===== src/rtl/oam_dma_master_pkg.sv =====
// Shared constants and FSM state encoding for the sprite OAM DMA initiator.
// The ALIGN state only becomes reachable when OAM_DMA_ALIGN_EN is defined.
package oam_dma_master_pkg;

  localparam logic [15:0] DEF_TRIG_ADDR = 16'h4014;
  localparam logic [15:0] DEF_OAMDATA   = 16'h2004;
  localparam int unsigned XFER_LEN      = 256;
  localparam int unsigned IDX_W         = 8;
  localparam logic [IDX_W-1:0] LAST_IDX = IDX_W'(XFER_LEN - 1);

  localparam logic BUS_WN_WRITE = 1'b0;
  localparam logic BUS_WN_READ  = 1'b1;

  typedef enum logic [2:0] {
    ST_IDLE,
    ST_HALT,
    ST_ALIGN,
    ST_READ,
    ST_WRITE,
    ST_DONE
  } dma_state_e;

  function automatic logic is_trig_write(input logic        wn,
                                         input logic [15:0] addr,
                                         input logic [15:0] trig);
    return (wn == BUS_WN_WRITE) && (addr == trig);
  endfunction

endpackage


===== src/rtl/oam_dma_master.sv =====
// Sprite OAM DMA bus master: snoops the $4014 write, halts the CPU and copies a
// 256-byte page to $2004. Define OAM_DMA_ALIGN_EN for the odd-cycle alignment stall.
module oam_dma_master
  import oam_dma_master_pkg::*;
#(
  parameter logic [15:0] TRIG_ADDR = DEF_TRIG_ADDR,
  parameter logic [15:0] OAMDATA   = DEF_OAMDATA
) (
  input  logic        i_clk,
  input  logic        i_rstn,
  input  logic        i_cpu_ce,
  input  logic [15:0] i_bus_addr,
  input  logic [7:0]  i_bus_wdata,
  input  logic        i_bus_wn,
  input  logic [7:0]  i_bus_rdata,
  output logic        o_cpu_halt,
  output logic        o_dma_own,
  output logic [15:0] o_dma_addr,
  output logic [7:0]  o_dma_wdata,
  output logic        o_dma_wn
);

  dma_state_e       state_q, state_d;
  logic [7:0]       page_q, page_d;
  logic [IDX_W-1:0] idx_q, idx_d;
  logic [7:0]       latch_q, latch_d;
  logic             halt_q, halt_d;
  logic             own_q, own_d;
  logic [15:0]      addr_q, addr_d;
  logic             wn_q, wn_d;
`ifdef OAM_DMA_ALIGN_EN
  logic             parity_q, parity_d;
`endif

  // Bus outputs are registered and set on entry to the state they belong to,
  // so they are valid for the whole CPU cycle that state occupies.
  always_comb begin
    state_d = state_q;
    page_d  = page_q;
    idx_d   = idx_q;
    latch_d = latch_q;
    halt_d  = halt_q;
    own_d   = own_q;
    addr_d  = addr_q;
    wn_d    = wn_q;
`ifdef OAM_DMA_ALIGN_EN
    parity_d = parity_q;
`endif
    if (i_cpu_ce) begin
`ifdef OAM_DMA_ALIGN_EN
      parity_d = ~parity_q;
`endif
      case (state_q)
        ST_IDLE: begin
          if (is_trig_write(i_bus_wn, i_bus_addr, TRIG_ADDR)) begin
            page_d  = i_bus_wdata;
            idx_d   = '0;
            state_d = ST_HALT;
            halt_d  = 1'b1;
            own_d   = 1'b1;
            addr_d  = '0;
            wn_d    = BUS_WN_READ;
          end
        end
        ST_HALT: begin
          state_d = ST_READ;
          addr_d  = {page_q, idx_q};
`ifdef OAM_DMA_ALIGN_EN
          // parity_d is the parity after this tick; high means the trigger
          // write landed on an odd cycle and one more dummy cycle is needed.
          if (parity_d) begin
            state_d = ST_ALIGN;
            addr_d  = '0;
          end
`endif
        end
        ST_ALIGN: begin
          state_d = ST_READ;
          addr_d  = {page_q, idx_q};
        end
        ST_READ: begin
          latch_d = i_bus_rdata;
          state_d = ST_WRITE;
          addr_d  = OAMDATA;
          wn_d    = BUS_WN_WRITE;
        end
        ST_WRITE: begin
          wn_d = BUS_WN_READ;
          if (idx_q == LAST_IDX) begin
            state_d = ST_DONE;
            halt_d  = 1'b0;
            own_d   = 1'b0;
            addr_d  = '0;
          end else begin
            idx_d   = idx_q + 1'b1;
            state_d = ST_READ;
            addr_d  = {page_q, idx_q + 1'b1};
          end
        end
        ST_DONE: begin
          state_d = ST_IDLE;
        end
        default: begin
          state_d = ST_IDLE;
          halt_d  = 1'b0;
          own_d   = 1'b0;
          addr_d  = '0;
          wn_d    = BUS_WN_READ;
        end
      endcase
    end
  end

  always_ff @(posedge i_clk or negedge i_rstn) begin
    if (!i_rstn) begin
      state_q  <= ST_IDLE;
      page_q   <= '0;
      idx_q    <= '0;
      latch_q  <= '0;
      halt_q   <= 1'b0;
      own_q    <= 1'b0;
      addr_q   <= '0;
      wn_q     <= BUS_WN_READ;
`ifdef OAM_DMA_ALIGN_EN
      parity_q <= 1'b0;
`endif
    end else begin
      state_q  <= state_d;
      page_q   <= page_d;
      idx_q    <= idx_d;
      latch_q  <= latch_d;
      halt_q   <= halt_d;
      own_q    <= own_d;
      addr_q   <= addr_d;
      wn_q     <= wn_d;
`ifdef OAM_DMA_ALIGN_EN
      parity_q <= parity_d;
`endif
    end
  end

  assign o_cpu_halt  = halt_q;
  assign o_dma_own   = own_q;
  assign o_dma_addr  = addr_q;
  assign o_dma_wdata = latch_q;
  assign o_dma_wn    = wn_q;

endmodule


===== config.mk =====
export PLATFORM = sky130hd
export DESIGN_NAME = oam_dma_master
export DESIGN_NICKNAME = d
export VERILOG_FILES = /design/src/rtl/oam_dma_master_pkg.sv /design/src/rtl/oam_dma_master.sv
export SDC_FILE = /design/constraint.sdc
export NUM_CORES = 1
export LEC_CHECK = 0
export ABC_AREA = 1
export CAP_MARGIN = 20
export CORE_UTILIZATION = 49
export CTS_CLUSTER_SIZE = 14
export DETAILED_ROUTE_END_ITERATION = 8
export HOLD_SLACK_MARGIN = 0.1
export PLACE_DENSITY = 0.86
export SLEW_MARGIN = 20
export SYNTH_ARGS = -nofsm -noshare
export SYNTH_HDL_FRONTEND = slang
export SYNTH_SLANG_ARGS = --single-unit

===== constraint.sdc =====
create_clock -name i_clk -period 2.3 [get_ports i_clk]
set_clock_uncertainty 0.05 [all_clocks]
set_input_delay 0.46 -clock i_clk [delete_from_list [all_inputs] [get_ports i_clk]]
set_output_delay 0.46 -clock i_clk [all_outputs]
set_load 0.005 [all_outputs]

-- Word level (Yosys, flattened, before mapping)
Index checks and enable logic that the tools add are counted.
W data, S select, Z words.
- add/sub/neg operators: 1
- equality and inequality tests: 10
- mux-type cells: 13
- bitwise gates (word level): 4
- reductions and logical operators: 13
- operator list (cell ; count):
    $pmux W16 S5 ; 1
    $mux W16 ; 2
    $eq A16 B15 Y1 const B ; 1
    $mux W8 ; 2
    $pmux W8 S2 ; 1
    $pmux W3 S4 ; 1
    $reduce_and A3 Y1 ; 3
    $add A8 B1 Y8 const B ; 1
    $eq A8 B8 Y1 const B ; 1
    $reduce_and A4 Y1 ; 2
    $eq A3 B2 Y1 const B ; 2
    $eq A3 B3 Y1 const B ; 2
    $mux W3 ; 2
    $ne A2 B2 Y1 const B ; 3
    $pmux W1 S3 ; 2
    $not A1 Y1 ; 4
    $reduce_and A2 Y1 ; 2
    $reduce_or A4 Y1 ; 1
    $eq A3 B1 Y1 const B ; 1
    $logic_not A3 Y1 ; 1
    $reduce_or A3 Y1 ; 1
    $mux W1 ; 2
    $reduce_bool A2 Y1 ; 1
    $reduce_or A2 Y1 ; 1
    $logic_and A1 B1 Y1 ; 1
- register bits: 45
- input bits: 36
- output and inout port bits: 27
- logic and storage cells: 48

-- Depth between registers and ports, before layout
Gate-level depths: netlist (run 1).
- word-level depth: 4
- depth in mapped cells: 10
- gate-level depth less buffers: 10

-- Least setup slack after synthesis (run 1)
No wires, ideal clock.
- path kind: register to register
- from: register idx_q[0]
- to: register idx_q[5]
- library setup time: 118 ps
- data arrival time: 1482 ps
- required time: 2132 ps
- setup slack: 651 ps
- cell stages (with the launch flop): 10
- buffers on the path: 0
- clock period less this slack: 1649 ps
- cell sequence: dfrtp_1 -> ha_1 -> nand3_1 -> inv_1 -> nand2_1 -> nor2_1 -> nor2_1 -> nand3_1 -> nand2_1 -> nand2_1
- cells in the longest elaborated chain, start to end: 3
- elaborated cells on any way between the ends: 6
- classes of those cells: 1 x add/sub; 2 x eq/ne; 2 x mux; 1 x reduce/logical
- RTL lines (element ; line ; RTL):
    start, declared ; oam_dma_master.sv:25 ; logic [IDX_W-1:0] idx_q, idx_d;
    start signal, assigned ; oam_dma_master.sv:130 ; idx_q <= idx_d;
    $add A8 B1 Y8 or $eq A8 B8 Y1 (tied branches) ; oam_dma_master.sv:95, oam_dma_master.sv:89 ;
    $mux W8 or $ne A2 B2 Y1 (tied branches) ; - ;
    $pmux W8 S2 or $reduce_and A4 Y1 (tied branches) ; - ;
Several ways; a longest one is shown, not always the timed one. The select of a mux whose other input is x is not followed.
A chain may end at the register's enable or synchronous reset.

-- Worst setup path in the final report (run 1)
- from: register idx_q[0]
- to: register idx_q[0]
Same word-level chain as after synthesis.

==> results of run 1 <==
-- Yosys cell counts, types with 2 or more instances --
cell	n	area share
buf_4	2	0.0062
clkbuf_1	4	0.0062
o21ai_2	8	0.029
nand3_1	30	0.062
nand2_2	2	0.0052
xor2_1	2	0.0072
mux2_2	8	0.037
nor2_1	24	0.037
inv_1	25	0.039
buf_2	5	0.010
dfrtp_1	44	0.45
nand4_1	17	0.044
o21ai_0	8	0.017
nand2_1	120	0.19
-- layer usage --
metal	vias to the layer above	track usage	wire [um]
met5	-	0	0
met4	0	0.0980	94
met3	9	0.0444	366
met2	103	0.363	2590
met1	999	0.279	2220
li1	1124	-	-
-- through the flow --
step	utilization	hold WS (ns)	cells	instance area, um2
finish	0.671	0.170	443	3190
CTS	0.671	0.197	443	3190
global placement	0.647	0.405	435	3080
floorplan	-	0.114	314	2420
detailed placement	0.647	0.408	435	3080
global route	0.671	0.225	443	3190
-- final timing paths --
check	startpoint	end	slack (ns)	cells after the start
setup / recovery	idx_q[0]$_DFFE_PN0P_	idx_q[0]$_DFFE_PN0P_	0.25	9
hold / removal	i_rstn	state_q[0]$_DFFE_PN0P_	0.17	2
setup reg to reg	idx_q[0]$_DFFE_PN0P_	idx_q[0]$_DFFE_PN0P_	0.25	9
hold reg to reg	o_dma_addr[0]$_DFFE_PN0P_	o_dma_addr[0]$_DFFE_PN0P_	0.42	2
max in group asynchronous	i_rstn	o_dma_wn$_DFFE_PN1P_	1.64	2
min in group i_clk	o_dma_addr[0]$_DFFE_PN0P_	o_dma_addr[0]$_DFFE_PN0P_	0.42	2
-- final cells by class --
class / instances / area share
Clock buffer: 6 / 0.0228
Multi-Input combinational cell: 229 / 0.347
Clock inverter: 2 / 0.0122
Inverter: 26 / 0.0306
Sequential cell: 45 / 0.354
Timing Repair Buffer: 68 / 0.207
Tap cell: 67 / 0.0263
-- where the power goes --
part	internal [mW]	switching [mW]
clock network	0.326	0.269
logic	0.445	0.550
registers	0.931	0.100
-- cells by family after synthesis --
logic type,count (synthesis),share of synthesized area
xor gates and xnor gates,2,0.00723
AOI/OAI and AO/OA,18,0.0506
muxes,8,0.0372
adders and majority gates,1,0.00516
buffers and inverters,40,0.0779
DFF,45,0.465
and+or+nand+nor,200,0.357
-- sequential cells by signal, summed over array words and instances, names as in the netlist --
register / flops
o_dma_addr: 16
idx_q: 8
o_dma_wdata: 8
page_q: 8
state_q: 3
o_dma_own: 1
o_dma_wn: 1
-- cells in the final DEF, fill, tap and decap left out, drive strengths merged --
master	n
dfstp	1
dfrtp	44
inv	26
nor2	26
or2	2
o21ai	16
clkbuf	6
bufinv	1
clkdlybuf4s50	61
nand3	31
buf	7
xor2	2
nor3b	1
ha	1
nand4	17
o21bai	1
clkinv	1
mux2	8
a21oi	1
nand3b	1
nand2	122
==> impl_metrics.json, run 1 <==
{
  "die_w_um": 72.3,
  "setup_violations": 0,
  "ir_drop_mv": 0.454,
  "finalPower_mw": 2.62,
  "rsz0062_at_grt": "false",
  "htreeDepth": 2,
  "track_usage": 0.220,
  "core-area_mm2": 0.00475,
  "clockBufferDepth": 2,
  "regArea_mm2": 0.00113,
  "dr.first_iter.drc_count": 241,
  "cts_tree": "built",
  "ant_nets": 0,
  "arrival_ns": 2.19,
  "syn_area_mm2": 0.00242,
  "worstSkewPairLatency_ns": 0.30,
  "cp_common_cell": "nand2_1",
  "clock.fmax_ghz": 0.489,
  "crit_family": "simple AND/OR/NAND/NOR gates",
  "relSlewSlack": 0.541,
  "first_pass_iters": 8,
  "drc": 0,
  "cts_resized": 0,
  "ios": 63,
  "slowest_stage": "dfrtp_1",
  "drt_wl_total_mm": 5.27,
  "cts_sinks": 45,
  "ys_ff_latch": 45,
  "slew_viol_final": 0,
  "cp-start-kind": "register",
  "syn-num-nets": 351,
  "worstSetupPathType": "reg -> reg",
  "portBuffers": 62,
  "status": "finished, final reports clean",
  "cp-end-kind": "register",
  "ys_warn_count": 0,
  "leakage_nw": 1.60,
  "die_h_um": 72.3,
  "final_nets": 412,
  "area_growth_pct": 31.5,
  "grt_pass1_wl_mm": 8.89,
  "path_cells": "ha_1, nand3_1, inv_1, nand2_1, nor2_1, nor2_1, nand3_1, nand2_1, nand2_1",
  "antenna_cells": 0,
  "crit_path_max_incr_delay_ns": 0.46,
  "required_ns": 2.44,
  "root_buffer": "clkbuf_8",
  "antenna_found_initial": 0,
  "fillers": 430,
  "wl_per_cell_um": 11.9,
  "routabilityCongestion": 0.891,
  "period_minus_slack_ns": 2.05,
  "cts_setup_buffers": 0,
  "vias_per_cell": 5.05,
  "place_ws_ns": 0.0738,
  "path_buf_inv": 1,
  "start_util": 0.510,
  "drive_gt1_frac": 0.0984,
  "die-area_mm2": 0.00523,
  "hold_viol": 0,
  "hp-class": "in -> async",
  "finalCritPeriodShare": 0.889,
  "cts-hold-fix-buffers": 0,
  "netlist_instances": 314,
  "synth.distinct_cells": 29,
  "synth_area_per_cell_um2": 7.72,
  "synth_edf_count": 0,
  "pwr_density_cell_mw_per_mm2": 822,
  "num_vias": 2235,
  "place_hpwl_mm": 3.78,
  "numCtsBuffers": 5,
  "grt_overflow": 0,
  "seq_area_frac_synth": 0.465,
  "worst_slew_pin_slew_ns": 0.689,
  "drv_cap": 0,
  "tns_ns": 0,
  "async_flop_share": 1.00,
  "grt_pass1_vias": 2009,
  "multiInputGateArea_mm2": 0.00111,
  "grt_max_degree": 46,
  "postLayoutSetupSlackWorst_ns": 0.254,
  "clk_pin_slew_ns": 0.08,
  "num_rows": 25,
  "synthFlopType": "dfrtp_1",
  "cp_max_fo": 8
}
No activity file was read; power rests on OpenSTA's default activity.
==> inputs of run 2 (changes only) <==
CORE_UTILIZATION = 51   (was 49)
CTS_BUF_LIST = sky130_fd_sc_hd__clkbuf_2   (was default)
DONT_BUFFER_PORTS = 1   (was default)
PLACE_DENSITY = 0.72   (was 0.86)
==> impl_metrics.json, run 2 (same netlist as run 1, synthesis figures left out) <==
{
  "largest_reg_flops": 16,
  "drc": 8,
  "worst_slew_pin_slew_ns": 0.704,
  "worstSetupPathType": "reg -> reg",
  "slew_viol_final": 0,
  "cp-start-kind": "register",
  "rsz0062_at_grt": "false",
  "drt_wl_total_mm": 5.08,
  "clock.fmax_ghz": 0.495,
  "ir_drop_mv": 0.635,
  "clk_pin_slew_ns": 0.24,
  "final_common_cell": "nand2_1",
  "worstSkewPairLatency_ns": 0.41,
  "place_ws_ns": 0.205,
  "die_h_um": 70.9,
  "cts_setup_buffers": 0,
  "cts_tree": "built",
  "area_growth_pct": 12.6,
  "r2r-end": "idx_q[4]$_DFFE_PN0P_",
  "dr.first_iter.drc_count": 196,
  "grt_max_degree": 46,
  "antenna_cells": 0,
  "core-area_mm2": 0.00447,
  "relSlewSlack": 0.531,
  "period_minus_slack_ns": 2.02,
  "antenna_found_initial": 0,
  "wl_per_cell_um": 13.2,
  "clockBufferDepth": 2,
  "cp-end-kind": "register",
  "min_to": "idx_q[0]$_DFFE_PN0P_",
  "mostFrequentLayoutCells": "nand2_1, dfrtp_1, nand3_1, inv_1, nor2_1",
  "place_hpwl_mm": 3.39,
  "tns_ns": 0,
  "numCtsBuffers": 5,
  "fillers": 402,
  "cp_max_fo": 8,
  "start_util": 0.542,
  "hold_viol": 0,
  "pwr_density_cell_mw_per_mm2": 826,
  "grt_pass1_wl_mm": 8.90,
  "r2r-start": "idx_q[0]$_DFFE_PN0P_",
  "leakage_nw": 1.44,
  "final_nets": 369,
  "routabilityCongestion": 0.890,
  "first_pass_iters": 6,
  "ios": 63,
  "track_usage": 0.223,
  "grt_pass1_vias": 1964,
  "holdPathStages": 2,
  "cts_sinks": 45,
  "drive_gt1_frac": 0.114,
  "grt_overflow": 0,
  "postLayoutSetupSlackWorst_ns": 0.278,
  "status": "complete, but fails checks",
  "die_w_um": 70.9,
  "num_vias": 2035,
  "htreeDepth": 2,
  "reg2reg_setup_slack_ns": 0.28,
  "drv_cap": 0,
  "fin_area_mm2": 0.00273,
  "final_cells": 385,
  "setup_violations": 0,
  "num_rows": 24,
  "min_from": "i_cpu_ce",
  "finalPower_mw": 2.25,
  "die-area_mm2": 0.00503,
  "finalCritPeriodShare": 0.879,
  "hp-class": "in -> reg",
  "portBuffers": 0,
  "required_ns": 2.59,
  "reg2reg_depth": 9,
  "placed_area_mm2": 0.00243,
  "vias_per_cell": 5.29,
  "placed_cells": 357,
  "root_buffer": "clkbuf_2",
  "violations": "DRC",
  "ant_nets": 0,
  "arrival_ns": 2.31
}
-- run 2: changes by cell type in the layout (fill, tap and decap cells not counted) --
| cell | before | now |
|---|---|---|
| buf_16 | 0 | 1 |
| buf_2 | 1 | 0 |
| buf_4 | 6 | 5 |
| clkbuf_1 | 1 | 0 |
| clkbuf_2 | 0 | 5 |
| clkbuf_8 | 5 | 0 |
| clkdlybuf4s50_1 | 61 | 0 |
| clkinvlp_4 | 0 | 1 |
| dlygate4sd3_1 | 0 | 19 |
| nand3_1 | 30 | 29 |
| nand3_2 | 1 | 2 |
-- run 2: worst max-delay path by stage --
stage	slack, ns	end	startpoint	cells after the start
6_report	0.28	idx_q[4]$_DFFE_PN0P_	idx_q[0]$_DFFE_PN0P_	9
3_3_place_gp	0.24	idx_q[6]$_DFFE_PN0P_	idx_q[0]$_DFFE_PN0P_	9
5_1_grt	0.02	idx_q[4]$_DFFE_PN0P_	idx_q[0]$_DFFE_PN0P_	9
2_1_floorplan	0.65	idx_q[5]$_DFFE_PN0P_	idx_q[0]$_DFFE_PN0P_	9
3_5_place_dp	0.20	idx_q[4]$_DFFE_PN0P_	idx_q[0]$_DFFE_PN0P_	9
4_1_cts	0.18	idx_q[4]$_DFFE_PN0P_	idx_q[0]$_DFFE_PN0P_	9
-- run 2: area by class of cell --
class / instances / area [um2] / area share
Clock buffer: 5 / 25.0 / 0.00917
Clock inverter: 3 / 46.3 / 0.0170
Inverter: 26 / 97.6 / 0.0358
Multi-Input combinational cell: 229 / 1110 / 0.408
Sequential cell: 45 / 1130 / 0.413
Tap cell: 52 / 65.1 / 0.0238
Timing Repair Buffer: 25 / 255 / 0.0935
-- run 2: what timing repair did --
action | CTS | global route
hold buffers | 19 | 1
setup endpoints to repair | 0 | 8
resized for setup | 0 | 1
endpoints found under the hold margin | 65 | 1
-- run 2: power breakdown --
part | internal, mW | switching [mW] | leakage, nW | total (mW)
logic | 0.254 | 0.486 | 0.795 | 0.740
registers | 0.932 | 0.130 | 0.605 | 1.06
clock network | 0.185 | 0.268 | 0.0392 | 0.454
total | 1.37 | 0.884 | 1.44 | 2.25
-- run 2: routing by layer --
layer  track usage  wire [um]  vias up
met1         0.316       2350      901
met5             0          0        -
met4        0.0578         53        0
met3        0.0527        393        6
li1              -          -     1042
met2         0.348       2280       86
-- run 2: per-stage QoR --
stage                     utilization  hold WS (ns)
after floorplan                     -         0.114
after global placement          0.544         0.116
after detailed placement        0.544         0.116
after CTS                       0.607         0.100
after global routing            0.610         0.107
final                           0.610         0.127
-- run 2: critical path, cell delays in order (launching register included) --
cell and delay, ns:
dfrtp_1 0.51, ha_1 0.29, nand3_1 0.14, inv_1 0.05, nand2_1 0.18, nor2_1 0.09
nor2_1 0.25, nand3_2 0.22, nand2_1 0.13, nand2_1 0.05
